**config.mk**
```make
export PLATFORM = sky130hd
export DESIGN_NAME = instr_fetch_stage
export DESIGN_NICKNAME = d
export VERILOG_FILES = /design/src/rtl/cpu_pkg.sv /design/src/rtl/pc_next_logic.sv /design/src/rtl/instr_fetch_stage.sv
export SDC_FILE = /design/constraint.sdc
export NUM_CORES = 1
export LEC_CHECK = 0
export ABC_AREA = 1
export BUFFER_PORTS_ARGS = -buffer_cell sky130_fd_sc_hd__buf_2
export CAP_MARGIN = 20
export CORE_ASPECT_RATIO = 0.8
export CORE_MARGIN = 4
export CORE_UTILIZATION = 52
export DETAILED_ROUTE_END_ITERATION = 16
export PLACE_DENSITY = 0.81
export SYNTH_ARGS = -nofsm -noshare
export SYNTH_HDL_FRONTEND = slang
export SYNTH_SLANG_ARGS = --single-unit
export TNS_END_PERCENT = 30
```
**constraint.sdc**
```tcl
create_clock -name clk -period 1.9 [get_ports clk]
set_clock_uncertainty 0.15 [all_clocks]
set_input_delay 0.285 -clock clk [delete_from_list [all_inputs] [get_ports clk]]
set_output_delay 0.285 -clock clk [all_outputs]
set_load 0.05 [all_outputs]
```
**src/rtl/cpu_pkg.sv**
```systemverilog
// Shared CPU definitions: MIPS opcodes, instruction field positions and the
// fetch-stage FSM state encoding.
package cpu_pkg;

  localparam logic [5:0] OP_RTYPE = 6'b000000;
  localparam logic [5:0] OP_LW    = 6'b100011;
  localparam logic [5:0] OP_SW    = 6'b101011;
  localparam logic [5:0] OP_BEQ   = 6'b000100;

  localparam int OP_MSB    = 31;
  localparam int OP_LSB    = 26;
  localparam int RS_MSB    = 25;
  localparam int RS_LSB    = 21;
  localparam int RT_MSB    = 20;
  localparam int RT_LSB    = 16;
  localparam int RD_MSB    = 15;
  localparam int RD_LSB    = 11;
  localparam int FUNCT_MSB = 5;
  localparam int FUNCT_LSB = 0;
  localparam int IMM_MSB   = 15;
  localparam int IMM_LSB   = 0;

  typedef enum logic [1:0] {
    REQ       = 2'd0,
    HOLD      = 2'd1,
    WAIT_DROP = 2'd2
  } fetch_state_e;

endpackage

```
**src/rtl/pc_next_logic.sv**
```systemverilog
// Combinational next-PC selection: sequential PC+4 or a word-aligned branch target.
module pc_next_logic #(
  parameter int ADDR_W = 32
) (
  input  logic [ADDR_W-1:0] pc_i,
  input  logic              branch_taken_i,
  input  logic [ADDR_W-1:0] branch_target_i,
  output logic [ADDR_W-1:0] pc_next_o,
  output logic [ADDR_W-1:0] pc_plus4_o
);

  assign pc_plus4_o = pc_i + ADDR_W'(4);
  assign pc_next_o  = branch_taken_i ? {branch_target_i[ADDR_W-1:2], 2'b00} : pc_plus4_o;

endmodule

```
**src/rtl/instr_fetch_stage.sv**
```systemverilog
// Instruction fetch stage: PC, imem req/ack fetch, instruction register and
// MIPS field split. Optional fetch timeout is enabled by FETCH_TIMEOUT_EN.
module instr_fetch_stage
  import cpu_pkg::*;
#(
  parameter int                 ADDR_W   = 32,
  parameter logic [ADDR_W-1:0]  RESET_PC = '0,
  parameter int                 TIMEOUT  = 16
) (
  input  logic              clk,
  input  logic              rst_n,
  output logic              imem_req,
  output logic [ADDR_W-1:0] imem_addr,
  input  logic              imem_ack,
  input  logic [31:0]       imem_rdata,
  input  logic              stall,
  input  logic              branch_taken,
  input  logic [ADDR_W-1:0] branch_target,
  output logic              instr_valid,
  output logic [31:0]       instr,
  output logic [5:0]        op,
  output logic [4:0]        rs,
  output logic [4:0]        rt,
  output logic [4:0]        rd,
  output logic [5:0]        funct,
  output logic [15:0]       imm,
  output logic [ADDR_W-1:0] pc_out,
  output logic [ADDR_W-1:0] pc_plus4,
  output logic              fetch_err
);

  fetch_state_e      state_q, state_d;
  logic [ADDR_W-1:0] pc_q, pc_d;
  logic [ADDR_W-1:0] pc_out_q, pc_out_d;
  logic [ADDR_W-1:0] hold_addr_q, hold_addr_d;
  logic [31:0]       instr_q, instr_d;
  logic              valid_q, valid_d;
  logic              kill_q, kill_d;
  logic              req_en_q;
  logic [ADDR_W-1:0] pc_branch, pc_seq;
  logic              ack_v;
  logic              redirect;

  // req_en_q keeps imem_req low through reset and raises it on the first edge after release.
  assign imem_req  = req_en_q && (state_q != HOLD);
  assign imem_addr = kill_q ? hold_addr_q : pc_q;
  assign ack_v     = imem_req && imem_ack;
  assign redirect  = branch_taken && valid_q;

  pc_next_logic #(.ADDR_W(ADDR_W)) u_pc_next (
    .pc_i           (pc_q),
    .branch_taken_i (redirect),
    .branch_target_i(branch_target),
    .pc_next_o      (pc_branch),
    .pc_plus4_o     (pc_seq)
  );

  always_comb begin
    // NOTE: every variable gets its hold value first so no path through the case infers a latch.
    state_d     = state_q;
    pc_d        = pc_q;
    pc_out_d    = pc_out_q;
    hold_addr_d = hold_addr_q;
    instr_d     = instr_q;
    valid_d     = valid_q;
    kill_d      = kill_q;

    case (state_q)
      REQ: begin
        if (redirect) begin
          pc_d    = pc_branch;
          valid_d = 1'b0;
          if (!ack_v) begin
            // Outstanding request must keep its address until acked; its data is then dropped.
            kill_d      = 1'b1;
            hold_addr_d = pc_q;
            state_d     = WAIT_DROP;
          end
        end else if (ack_v) begin
          instr_d  = imem_rdata;
          pc_out_d = pc_q;
          valid_d  = 1'b1;
          pc_d     = pc_seq;
          state_d  = HOLD;
        end
      end
      HOLD: begin
        if (redirect) begin
          pc_d    = pc_branch;
          valid_d = 1'b0;
          state_d = REQ;
        end else if (!stall) begin
          state_d = REQ;
        end
      end
      WAIT_DROP: begin
        if (ack_v) begin
          kill_d  = 1'b0;
          state_d = REQ;
        end
      end
      default: state_d = REQ;
    endcase
  end

  always_ff @(posedge clk or negedge rst_n) begin
    if (!rst_n) begin
      state_q     <= REQ;
      pc_q        <= RESET_PC;
      pc_out_q    <= RESET_PC;
      hold_addr_q <= RESET_PC;
      instr_q     <= '0;
      valid_q     <= 1'b0;
      kill_q      <= 1'b0;
      req_en_q    <= 1'b0;
    end else begin
      // NOTE: non-blocking assignments so every register samples pre-edge values.
      state_q     <= state_d;
      pc_q        <= pc_d;
      pc_out_q    <= pc_out_d;
      hold_addr_q <= hold_addr_d;
      instr_q     <= instr_d;
      valid_q     <= valid_d;
      kill_q      <= kill_d;
      req_en_q    <= 1'b1;
    end
  end

  assign instr_valid = valid_q;
  assign instr       = instr_q;
  assign op          = instr_q[OP_MSB:OP_LSB];
  assign rs          = instr_q[RS_MSB:RS_LSB];
  assign rt          = instr_q[RT_MSB:RT_LSB];
  assign rd          = instr_q[RD_MSB:RD_LSB];
  assign funct       = instr_q[FUNCT_MSB:FUNCT_LSB];
  assign imm         = instr_q[IMM_MSB:IMM_LSB];
  assign pc_out      = pc_out_q;
  assign pc_plus4    = pc_out_q + ADDR_W'(4);

`ifdef FETCH_TIMEOUT_EN
  localparam int CNT_W = $clog2(TIMEOUT + 1);

  logic [CNT_W-1:0] wait_cnt_q, wait_cnt_d;
  logic             fetch_err_q, fetch_err_d;

  // Counts edges spent requesting without an ack; saturates at TIMEOUT.
  always_comb begin
    wait_cnt_d  = wait_cnt_q;
    fetch_err_d = fetch_err_q;
    if (ack_v) begin
      wait_cnt_d = '0;
    end else if (imem_req && (wait_cnt_q != CNT_W'(TIMEOUT))) begin
      wait_cnt_d = wait_cnt_q + CNT_W'(1);
      if (wait_cnt_d == CNT_W'(TIMEOUT)) fetch_err_d = 1'b1;
    end
  end

  always_ff @(posedge clk or negedge rst_n) begin
    if (!rst_n) begin
      wait_cnt_q  <= '0;
      fetch_err_q <= 1'b0;
    end else begin
      wait_cnt_q  <= wait_cnt_d;
      fetch_err_q <= fetch_err_d;
    end
  end

  assign fetch_err = fetch_err_q;
`else
  assign fetch_err = 1'b0;
`endif

  a_req_stable: assert property (@(posedge clk) disable iff (!rst_n)
    (imem_req && !imem_ack) |=> (imem_req && $stable(imem_addr)));

endmodule

```
==> results summary, run 1 <==
The worst relative slew slack is 46.8%. The final layout contains routed wiring with a total length of 26.5 mm. The die boundary width is 143 microns. The area growth from synthesis to layout is 51.9%. The die outline area came out at 16600 sq um.

The DRC marker count from the first detailed-route iteration is 660. The global-route wire length before repair came out at 40.1 mm. The startpoint type of the worst setup path is a flip-flop. Hold timing on the final database bottoms out at a slack of 0.0380 ns.

Measured on the finished design, the core utilization comes to 80.6%. Setup violations remaining at the end of the flow were counted as 33. The initial antenna violation count came out at 0. The global-route layer with the greatest usage is met2. In the global route stage, overall resource usage came out at 31.0%. At the end of routability-driven placement, the weighted congestion stood at 0.977. The final count of hold timing violations came out at 0. The maximum clock insertion buffer count came out at 2. The required time at the endpoint of the critical path came out at 1.46 ns.

The cell count after synthesis came out at 1031. The arrival time of data at the critical path endpoint came out at 1.98 ns. The global-route track usage on met3 came out at 5.36%. In this run the worst path has a maximum fanout of 3. Based on the critical path, the design can be clocked at up to 413 MHz. The total DRC errors in the routed layout is 0. The static power due to leakage came out at 5.78 nW. The final worst-path cycle share is 127%. Setup repair after global routing could not meet its margin everywhere. The total number of H-tree levels came out at 4.

The kind of capture point of the worst setup path is a primary output. The post-detailed-route count of antenna-violating nets came out at 0. Counting flops and latches in the post-synthesis netlist gives 127. For this design the ratio of total power to cell area is 2140 nW/um^2.

The final setup slack of the worst path is -0.519 ns. The combined area of all synthesized cells is 7590 sq um. The post-DP HPWL came out at 17.7 mm. From bottom edge to top edge, the die measures 116 microns. The tree built by TritonCTS fans out to 127 sinks. The minimum period implied by the final worst setup slack came out at 2.42 ns. Excluding fillers, the count of instances in the completed layout stands at 1541. The number of nets in the layout came out at 1415. 0 antenna diodes ended up in the layout.

Clock tree synthesis selected as its root buffer the cell sky130_fd_sc_hd__clkbuf_16. The core outline area is 14300 sq um. The routed wire length per instance came out at 17.2 microns. The met1 track demand over resource in global routing came out at 41.2%.

The count of warnings emitted by yosys came out at 0. After floorplanning, the core was divided into 39 placement rows. The number of distinct library cell variants in the gate-level netlist after synthesis is 41.

The post-synthesis area per instance came out at 7.36 sq um. The count of TritonRoute iterations in the first routing pass is 5. After detailed routing, the number of vias per cell comes to 5.27. Across the VDD grid, the largest voltage drop is 1.84 mV. The clock tree from TritonCTS is built.

The type of the worst setup path is reg2out. The initial cell density of the core came out at 53.1%. The number of pins exceeding their max-slew limit in the final report was 0. Global routing used 52.9% of the available met2 tracks. The path category of the worst min-delay check is in2reg. The later-pin clock latency in the skew report is 0.42 ns.

The run finished, with violations left. The count of input and output buffers is 233. The top-level port count is 243. The final reports fail on negative setup slack. The number of global-route vias before repair came to 7917. The clock buffer count from CTS came out at 17. After clock tree synthesis, the clock-pin slew on the worst setup and hold paths is 0.06 ns. The total placed cells including tap cells came out at 1461. The sequential fraction of the synthesis area came out at 41.9%. The total overflow reported by the global router is 0.

The pin slew with the least headroom to its limit came out at 0.798 ns. The maximum number of pins on one net before global-route repair is 62. The total vias in the final route is 8121. The number of maximum-capacitance constraint violations came out at 0. The share of layout cells above drive strength 1 came out at 41.6%.
-- repair_timing --
action,CTS,global route
resized for setup,151,47
pin swaps,41,22
endpoints found under the hold margin,68,0
hold buffers,38,0
buffers inserted,7,5
setup endpoints to repair,59,67
-- per-layer routing --
layer / share of wire [%] / routed length (microns)
met2: 51 / 13500
met3: 7.4 / 1980
met4: 2.3 / 617
met5: 0 / 0
met1: 40 / 10500
-- metrics by stage --
step / total power [mW] / worst slack [ns] / cell area (sq um) / TNS, ns
after floorplan: 16.2 / -0.306 / 8220 / -12.46
after global placement: 19.4 / -0.159 / 9840 / -1.46
after detailed placement: 19.6 / -0.189 / 9840 / -1.96
after CTS: 24.2 / -0.487 / 11400 / -10.21
after global routing: 25.9 / -0.597 / 11500 / -14.79
final: 24.7 / -0.519 / 11500 / -11.13
-- synth_stat cells --
cell                       number  share of area (%)
sky130_fd_sc_hd__o211ai_1       1              0.099
sky130_fd_sc_hd__nor2_1        87                4.3
sky130_fd_sc_hd__xor2_1        26                3.0
sky130_fd_sc_hd__nand3_4        1               0.23
sky130_fd_sc_hd__o21bai_1       1              0.099
sky130_fd_sc_hd__o21ai_4        1               0.21
sky130_fd_sc_hd__nor3_2         3               0.40
sky130_fd_sc_hd__nand4_1        7               0.58
sky130_fd_sc_hd__or2_2          4               0.33
sky130_fd_sc_hd__nand4_4        2               0.56
sky130_fd_sc_hd__a21oi_1        5               0.33
sky130_fd_sc_hd__nor2_8         1               0.26
sky130_fd_sc_hd__o21ai_2       31                3.6
sky130_fd_sc_hd__inv_1         70                3.5
sky130_fd_sc_hd__clkbuf_2       1              0.066
sky130_fd_sc_hd__nand3_1       49                3.2
sky130_fd_sc_hd__buf_2         20                1.3
sky130_fd_sc_hd__and2_1         1              0.082
sky130_fd_sc_hd__nor3_1        17                1.1
sky130_fd_sc_hd__inv_4          1              0.082
sky130_fd_sc_hd__inv_2          9               0.45
sky130_fd_sc_hd__clkbuf_1       8               0.40
sky130_fd_sc_hd__dfrtp_1      127                 42
sky130_fd_sc_hd__nand3_2        1               0.13
sky130_fd_sc_hd__buf_6          7                1.0
sky130_fd_sc_hd__nor2_2         8               0.66
sky130_fd_sc_hd__clkinv_1       1              0.049
sky130_fd_sc_hd__nand2_4        2               0.30
sky130_fd_sc_hd__nand2_2        5               0.41
sky130_fd_sc_hd__nand2_1      385                 19
sky130_fd_sc_hd__o21ai_1       14               0.92
sky130_fd_sc_hd__a31oi_1        1              0.082
sky130_fd_sc_hd__o21ai_0       68                4.5
sky130_fd_sc_hd__ha_1           2               0.33
sky130_fd_sc_hd__o22ai_1        2               0.16
sky130_fd_sc_hd__o31ai_1        1              0.099
sky130_fd_sc_hd__buf_4         50                4.9
sky130_fd_sc_hd__nor4_1         1              0.082
sky130_fd_sc_hd__nor2_4         6               0.89
sky130_fd_sc_hd__a22oi_1        2               0.20
sky130_fd_sc_hd__conb_1         2              0.099
-- cell usage in the layout (no fill, tap or decap), drive strengths merged --
| master | synthesis | final |
|---|---|---|
| nor4 | 1 | 1 |
| nand2 | 392 | 392 |
| o211ai | 1 | 1 |
| xor2 | 26 | 26 |
| nor3 | 20 | 20 |
| o21ai | 114 | 114 |
| nor2 | 102 | 102 |
| a21oi | 5 | 5 |
| clkbuf | 9 | 23 |
| clkinv | 1 | 4 |
| or2 | 4 | 4 |
| o21bai | 1 | 1 |
| buf | 77 | 335 |
| nand4 | 9 | 9 |
| a31oi | 1 | 1 |
| clkinvlp | 0 | 4 |
| o31ai | 1 | 1 |
| dfrtp | 127 | 127 |
| ha | 2 | 2 |
| nand3 | 51 | 51 |
| inv | 80 | 79 |
| o22ai | 2 | 2 |
| conb | 2 | 8 |
| bufinv | 0 | 4 |
| and2 | 1 | 1 |
| dlygate4sd3 | 0 | 38 |
| a22oi | 2 | 2 |
-- cell families (layout without fill, tap and decap cells) --
group,Yosys count,in the layout,synth area share [%]
AO/OA/AOI/OAI,127,127,10.3
flip-flops,127,127,41.9
AND/OR/NAND/NOR,580,580,32.6
buffers and inverters,167,487,11.8
adder cells (fa/ha/maj),2,2,0.330
other,2,8,0.0990
XOR/XNOR,26,26,3.00
-- path summary, 6_finish.rpt --
check                                 end  slack (ns)               from  depth (start not counted)
hold reg to reg            hold_addr_q[6]        0.33     hold_addr_q[6]                          2
max in group asynchronous      pc_out[12]        0.73              rst_n                          3
min in group asynchronous       instr[15]        0.24              rst_n                          2
setup reg to reg                pc_out[7]        0.07        instr_valid                          6
hold / removal                   pc_q[16]        0.04  branch_target[16]                          5
setup / recovery             pc_plus4[18]       -0.52          pc_out[2]                          8
-- final cells by class --
class / instances / area (sq um)
Clock buffer: 22 / 464
Clock inverter: 10 / 161
Fill cell: 904 / 2770
Inverter: 81 / 320
Multi-Input combinational cell: 743 / 4290
Sequential cell: 127 / 3240
Tap cell: 184 / 230
Timing Repair Buffer: 374 / 2830
-- where the power goes --
part	switching (mW)	total (mW)	internal (mW)
Sequential	1.30	5.31	4.02
Combinational	11.3	15.9	4.66
Clock	1.20	3.46	2.26
-- sequential cells by signal, summed over array words and instances, names as in the netlist --
register and flops:
req_en_q 1, state_q 2, kill_q 1, instr_valid 1, pc_q 30, instr 32
pc_out 30, hold_addr_q 30
-- critical path, stage by stage (launching register included) --
cell and delay, ns:
sky130_fd_sc_hd__dfrtp_4 0.44, sky130_fd_sc_hd__ha_4 0.15, sky130_fd_sc_hd__inv_4 0.04, sky130_fd_sc_hd__nor3_4 0.21, sky130_fd_sc_hd__buf_4 0.18, sky130_fd_sc_hd__nand2_4 0.08
sky130_fd_sc_hd__nor2_4 0.14, sky130_fd_sc_hd__xor2_4 0.16, sky130_fd_sc_hd__buf_6 0.17
Note: power is estimated with default switching activity, not from simulation.
==> inputs of run 2 (changes only) <==
--- a/config.mk
+++ b/config.mk
@@ -10,9 +10,9 @@
 export CAP_MARGIN = 20
 export CORE_ASPECT_RATIO = 0.8
 export CORE_MARGIN = 4
-export CORE_UTILIZATION = 52
+export CORE_UTILIZATION = 55
 export DETAILED_ROUTE_END_ITERATION = 16
-export PLACE_DENSITY = 0.81
+export PLACE_DENSITY = 0.85
 export SYNTH_ARGS = -nofsm -noshare
 export SYNTH_HDL_FRONTEND = slang
 export SYNTH_SLANG_ARGS = --single-unit
==> constraint.sdc (replaced) <==
create_clock -name clk -period 2.8 [get_ports clk]
set_clock_uncertainty 0.15 [all_clocks]
set_input_delay 0.42 -clock clk [delete_from_list [all_inputs] [get_ports clk]]
set_output_delay 0.42 -clock clk [all_outputs]
set_load 0.05 [all_outputs]
==> run 2 against run 1 <==
The run now ends clean. First-iteration DRC count increased by 16%. Non-clock buffer count is 130 lower. Count of clock-buffer cells in the layout down 5. Critical path depth is 1 lower. Sequential cell count unchanged. Core utilization is 12 points lower. Via count shrank 8.4%. Global-route usage is 3.9 points lower. Cell count down 8.7%. Highest routed layer is now met5.
==> results summary, run 2 (synthesis results as in run 1) <==
Clock-pin slew was measured on the worst setup and hold paths at 0.06 ns. The total placed cells including tap cells came out at 1372. The ratio of routed vias to standard cells is 5.29.

The total number of clock tree sinks is 127. The number of antenna repair diodes is 0. The count of TritonRoute iterations in the first routing pass came out at 6. The count of non-filler cells in the finished layout is 1407. The routed layout has 7438 vias. Among all stages on the critical path, the largest delay is contributed by sky130_fd_sc_hd__dfrtp_1. The maximum clock insertion buffer count came out at 2. The number of maximum-capacitance constraint violations is 0. The total overflow reported by the global router is 0. In the final layout, flip-flops and latches occupy 3180 sq um. The startpoint of the lowest-slack register-to-register path is pc_q[3]. The worst hold path belongs to the class in2reg. The worst relative slew slack came out at 49.8%. In this run the horizontal extent of the chip is 139 microns.

The final count of hold timing violations came to 0. The number of nets in the layout is 1285. The total number of H-tree levels is 4. The clock tree from TritonCTS is built. The fill cell total of the finished layout came out at 1172. The congestion estimate from routability-driven global placement came to 0.964. After floorplanning, the core was divided into 38 placement rows. The die outline area came out at 15800 sq um. The signal on the critical path passes through nand2_1, nor3_1, nand2_1, nor2_1, nand2_1, xor2_1, clkbuf_4. The global-route wire length before repair came out at 34.4 mm. The combined area of the multi-input logic cells is 3560 sq um. The most frequent standard cell in the layout excluding fill and tap cells is sky130_fd_sc_hd__nand2_1. The initial antenna violation count is 1. The root buffer cell chosen for the clock tree is sky130_fd_sc_hd__clkbuf_16. The later pin in the worst-skew pair is clocked with a latency of 0.41 ns. The routed wire length per instance came out at 15.5 microns.

The die is 113 microns tall. In this run, CTS created clock tree buffers numbering 17. The total DRC errors in the routed layout came out at 0. The kind of capture point of the worst setup path is a primary output. The post-DP HPWL is 16.3 mm. The count of endpoints failing setup in the final report came out at 0. Once the floorplan was initialized, standard cells occupied 56.0% of the core. The worst setup path is of the reg2out kind.

The library cells used most frequently in the layout, excluding fill and tap cells, are sky130_fd_sc_hd__nand2_1, sky130_fd_sc_hd__buf_2, sky130_fd_sc_hd__dfrtp_1. The largest single stage delay on the critical path is 0.46 ns. The required time at the endpoint of the critical path is 2.23 ns. Timing would allow up to 369 MHz. Of all nets on the critical path, the largest fanout is 4. 243 I/O pins were placed. The number of pins exceeding their max-slew limit in the final report was 0.

The startpoint of the most critical setup path is pc_out[14]. The startpoint type of the worst setup path is a flip-flop. The total wire length came out at 21.8 mm.

Entering global routing, the biggest net connects 63 pins. In the global route stage, overall resource usage came out at 27.1%. Cells with a size suffix above 1 make up 28.9% of the layout.

The flow ran to the end, and the final reports show no timing, DRC or antenna violations. The number of global-route vias before repair came out at 6702. In this design, the critical path's most frequently occurring cell is sky130_fd_sc_hd__nand2_1.

The final non-filler cell area came out at 9250 sq um. The DRC marker count from the first detailed-route iteration came out at 767. The routed design could run at a clock period as short as 2.71 ns. The hold path startpoint is imem_rdata[1].

The summed negative setup slack over all endpoints is 0 ns. Once placement finished, the instance area stood at 8520 sq um. The area overhead of the layout relative to synthesis is 21.8%. The core region is 13600 sq um. At the pin with the least slew margin, the transition time is 0.753 ns. The detail route stage leaves a number of antenna-violating nets equal to 0.

In the finished design, the share of the clock period the worst path needs comes to 96.7%. The flip-flop count of the largest register, all copies and words added came out at 32. The arrival time of data at the critical path endpoint came out at 2.14 ns. The count of input and output buffers came out at 233.
[run 2: layout make-up]
cell class / count / area share (%)
clock buffers: 17 / 4.60
clock inverters: 15 / 2.52
inverters: 81 / 3.32
multi-input cells: 743 / 38.5
flip-flops and latches: 127 / 34.4
well taps: 180 / 2.44
repair buffers: 244 / 14.2
[run 2: worst paths after layout]
kind | end | slack (ns) | depth (start not counted)
worst max-delay path | pc_plus4[20] | 0.09 | 7
max in group asynchronous | instr[23] | 1.47 | 3
worst max register to register | pc_q[28] | 0.77 | 10
min in group asynchronous | hold_addr_q[13] | 0.40 | 2
worst min register to register | hold_addr_q[27] | 0.33 | 2
worst min-delay path | instr[1] | 0.06 | 3
[run 2: what timing repair did]
item / 4_1_cts / 5_1_grt
setup buffers: 0 / 1
hold buffers: 1 / 0
endpoints found under the setup margin: 2 / 9
gates resized for setup: 1 / 8
hold endpoints to repair: 36 / 0
[run 2: per-stage QoR]
stage               hold slack [ns]  setup slack (ns)  util (%)
floorplan                   -0.0256           -0.0716         -
global placement              0.294             0.429      62.9
detailed placement            0.292             0.405      62.9
CTS                          0.0492            0.0366      67.9
global route                 0.0526          -0.00700      68.2
finish                       0.0573            0.0936      68.2
[run 2: per-layer routing]
metal  track usage, %  vias to the layer above  part of all wire (%)
met4             7.04                        2                   1.7
met5                0                        -                 0.060
met2             42.7                      374                    46
li1                 -                     3565                     -
met3             6.00                       36                   9.4
met1             38.5                     3461                    42
[run 2: critical path: cells and delay by family, from the launching register on]
kind / cells / cell delay (ns)
XOR/XNOR: 1 / 0.19
buffers and inverters: 1 / 0.27
AND/OR/NAND/NOR: 5 / 0.79
flip-flops: 1 / 0.46
Power of run 2 is left out: the tool's default activity adds up to more than one toggle a clock period on the data nets, which glitch-free logic cannot reach.
==> inputs of run 3 (changes only) <==
--- a/config.mk
+++ b/config.mk
@@ -9,8 +9,8 @@
 export BUFFER_PORTS_ARGS = -buffer_cell sky130_fd_sc_hd__buf_2
 export CAP_MARGIN = 20
 export CORE_ASPECT_RATIO = 0.8
-export CORE_MARGIN = 4
 export CORE_UTILIZATION = 55
+export CTS_BUF_LIST = sky130_fd_sc_hd__clkbuf_8
 export DETAILED_ROUTE_END_ITERATION = 16
 export PLACE_DENSITY = 0.85
 export SYNTH_ARGS = -nofsm -noshare
==> constraint.sdc (replaced) <==
create_clock -name clk -period 2.8 [get_ports clk]
set_clock_uncertainty 0.15 [all_clocks]
set_input_delay 0.14 -clock clk [delete_from_list [all_inputs] [get_ports clk]]
set_output_delay 0.14 -clock clk [all_outputs]
set_load 0.05 [all_outputs]
==> run 3 against run 2 <==
Count of clock-buffer cells in the layout grew 1. Critical endpoint is now pc_plus4[18]. Highest routed layer is now met4. Sequential cell count is the same. Cell area grew 3.2%. Die area shrank 9.4%.
==> results summary, run 3 (synthesis results as in run 1) <==
The area overhead of the layout relative to synthesis came out at 25.7%. The routed wire length per instance came out at 15.6 microns. The final count of hold timing violations is 0. Setup repair after global routing left no endpoint under its margin. The critical path in this run is classified as reg2out. In this run the deepest clock path goes through 2 buffers. The CTS clock-pin slew for the worst setup and hold paths came out at 0.08 ns. The path category of the worst min-delay check is in2async.

The pin slew with the least headroom to its limit is 0.778 ns. The arrival time of data at the critical path endpoint came out at 2.33 ns. The count of endpoints failing setup in the final report is 0.

The minimum period implied by the final worst setup slack came out at 2.62 ns. The die boundary width came out at 133 microns. The total wire length came out at 22.8 mm. The worst setup path is launched from a flip-flop. The later-pin clock latency in the skew report came out at 0.45 ns. The initial utilization of the core area, before any placement, comes to 57.7%. The post-DP HPWL came out at 15.9 mm.

The cell with the largest stage delay on the worst path is sky130_fd_sc_hd__dfrtp_1. The top cell types in the final layout, fill and taps aside, are sky130_fd_sc_hd__nand2_1, sky130_fd_sc_hd__buf_2, sky130_fd_sc_hd__dfrtp_1. The post-detailed-route count of antenna-violating nets is 0. The count of input and output buffers is 233. The total of cells resized after clock tree synthesis is 0.

In this run the count of I/O pins placed on the die edge is 243. The pre-CTS setup slack is 0.691 ns. The total overflow reported by the global router is 0. The number of global-route vias before repair came out at 7154. The global router's overall resource usage is 33.0%. The signal on the critical path passes through ha_1, inv_1, nor3_2, nand2_1, nor2_1, xor2_1, buf_2. The maximum fanout along the worst path is 4. The summed negative setup slack over all endpoints is 0 ns. TritonCTS built the clock tree. Counting the buffers created by CTS gives 17. The total number of H-tree levels is 4. The total DRC errors in the routed layout is 0. At the end of the flow, the number of nets in the layout was 1347. In the final layout, the multi-input gates occupy 3540 sq um. The chip height came out at 107 microns. The maximum number of pins on one net before global-route repair came out at 66. The initial antenna violation count came out at 0. The upper clock frequency limit is 381 MHz. The DRC marker count from the first detailed-route iteration came out at 632. The ratio of routed vias to standard cells came out at 5.27. The number of pins exceeding their max-slew limit in the final report is 0. The routed layout has 7711 vias. The count of TritonRoute iterations in the first routing pass is 5. Fill cells in the final layout number 1008. The number of core rows is 37. The total number of clock tree sinks is 127. The number of maximum-capacitance constraint violations is 0. The die outline area came out at 14300 sq um. The share of layout cells above drive strength 1 came out at 26.9%. The sequential cells in the finished layout cover a total of 3180 sq um. The global-route wire length before repair is 36.0 mm. At the worst endpoint, the required time is 2.51 ns. STA classifies the critical path endpoint as a primary output. The final setup slack of the worst path came out at 0.176 ns.

The final critical path takes up 93.7% of the cycle. The run finished with clean final reports. Leaving out fill and tap cells, the most frequent cell in the layout is sky130_fd_sc_hd__nand2_1. The global placement routability congestion is 0.920.

The core outline area is 13100 sq um. The longest individual stage delay on the worst path is 0.44 ns. The number of antenna diodes in the final layout is 0. The flip-flop count of the largest register, all copies and words added came out at 32.

Clock tree synthesis selected as its root buffer the cell sky130_fd_sc_hd__clkbuf_8. The worst relative slew slack is 48.0%.
## run 3: final timing paths
check                                  endpoint       startpoint  cells past startpoint  slack [ns]
min in group clk                        pc_q[3]     branch_taken                      5        0.12
worst min register to register  hold_addr_q[28]  hold_addr_q[28]                      2        0.34
worst max register to register         instr[4]       state_q[1]                      6        0.60
max in group asynchronous              instr[5]            rst_n                      3        1.66
worst max-delay path               pc_plus4[18]        pc_out[3]                      7        0.18
worst min-delay path            hold_addr_q[13]            rst_n                      2        0.08
## run 3: per-stage QoR
stage	cell area (sq um)	utilization (%)	std cells	hold WS [ns]
2_1_floorplan	7610	-	1037	-0.306
3_3_place_gp	8500	64.6	1366	0.0245
3_5_place_dp	8500	64.6	1366	0.0239
4_1_cts	9540	72.6	1464	0.0875
5_1_grt	9540	72.6	1464	0.113
6_report	9540	72.6	1464	0.0803
## run 3: timing repair
item / CTS / global route
buffers inserted: 0 / 0
hold buffers: 66 / 0
hold endpoints to repair: 107 / 0
## run 3: final cells by class
class	instances	area share, %
Multi-Input combinational cell	743	37.1
Sequential cell	127	33.3
Timing Repair Buffer	306	20.1
Inverter	81	3.21
Clock buffer	18	2.60
Tap cell	175	2.30
Clock inverter	14	1.38
## run 3: worst max-delay path: cells and delay by family, from the launching register on
family                   cells  cell delay, ns
XOR/XNOR                     1            0.14
adder cells (fa/ha/maj)      1            0.27
buffers and inverters        2            0.38
flip-flops                   1            0.44
AND/OR/NAND/NOR              3            0.66
## run 3: metal layers
layer / global-route usage, % / share of wire [%] / up-vias / wire [microns]
met5: 0 / 0 / - / 0
met4: 12.7 / 2.6 / 0 / 600
met3: 8.23 / 8.9 / 51 / 2030
met2: 53.9 / 48 / 420 / 10900
met1: 42.5 / 41 / 3554 / 9280
li1: - / - / 3686 / -
Power of run 3 is left out for the same reason.
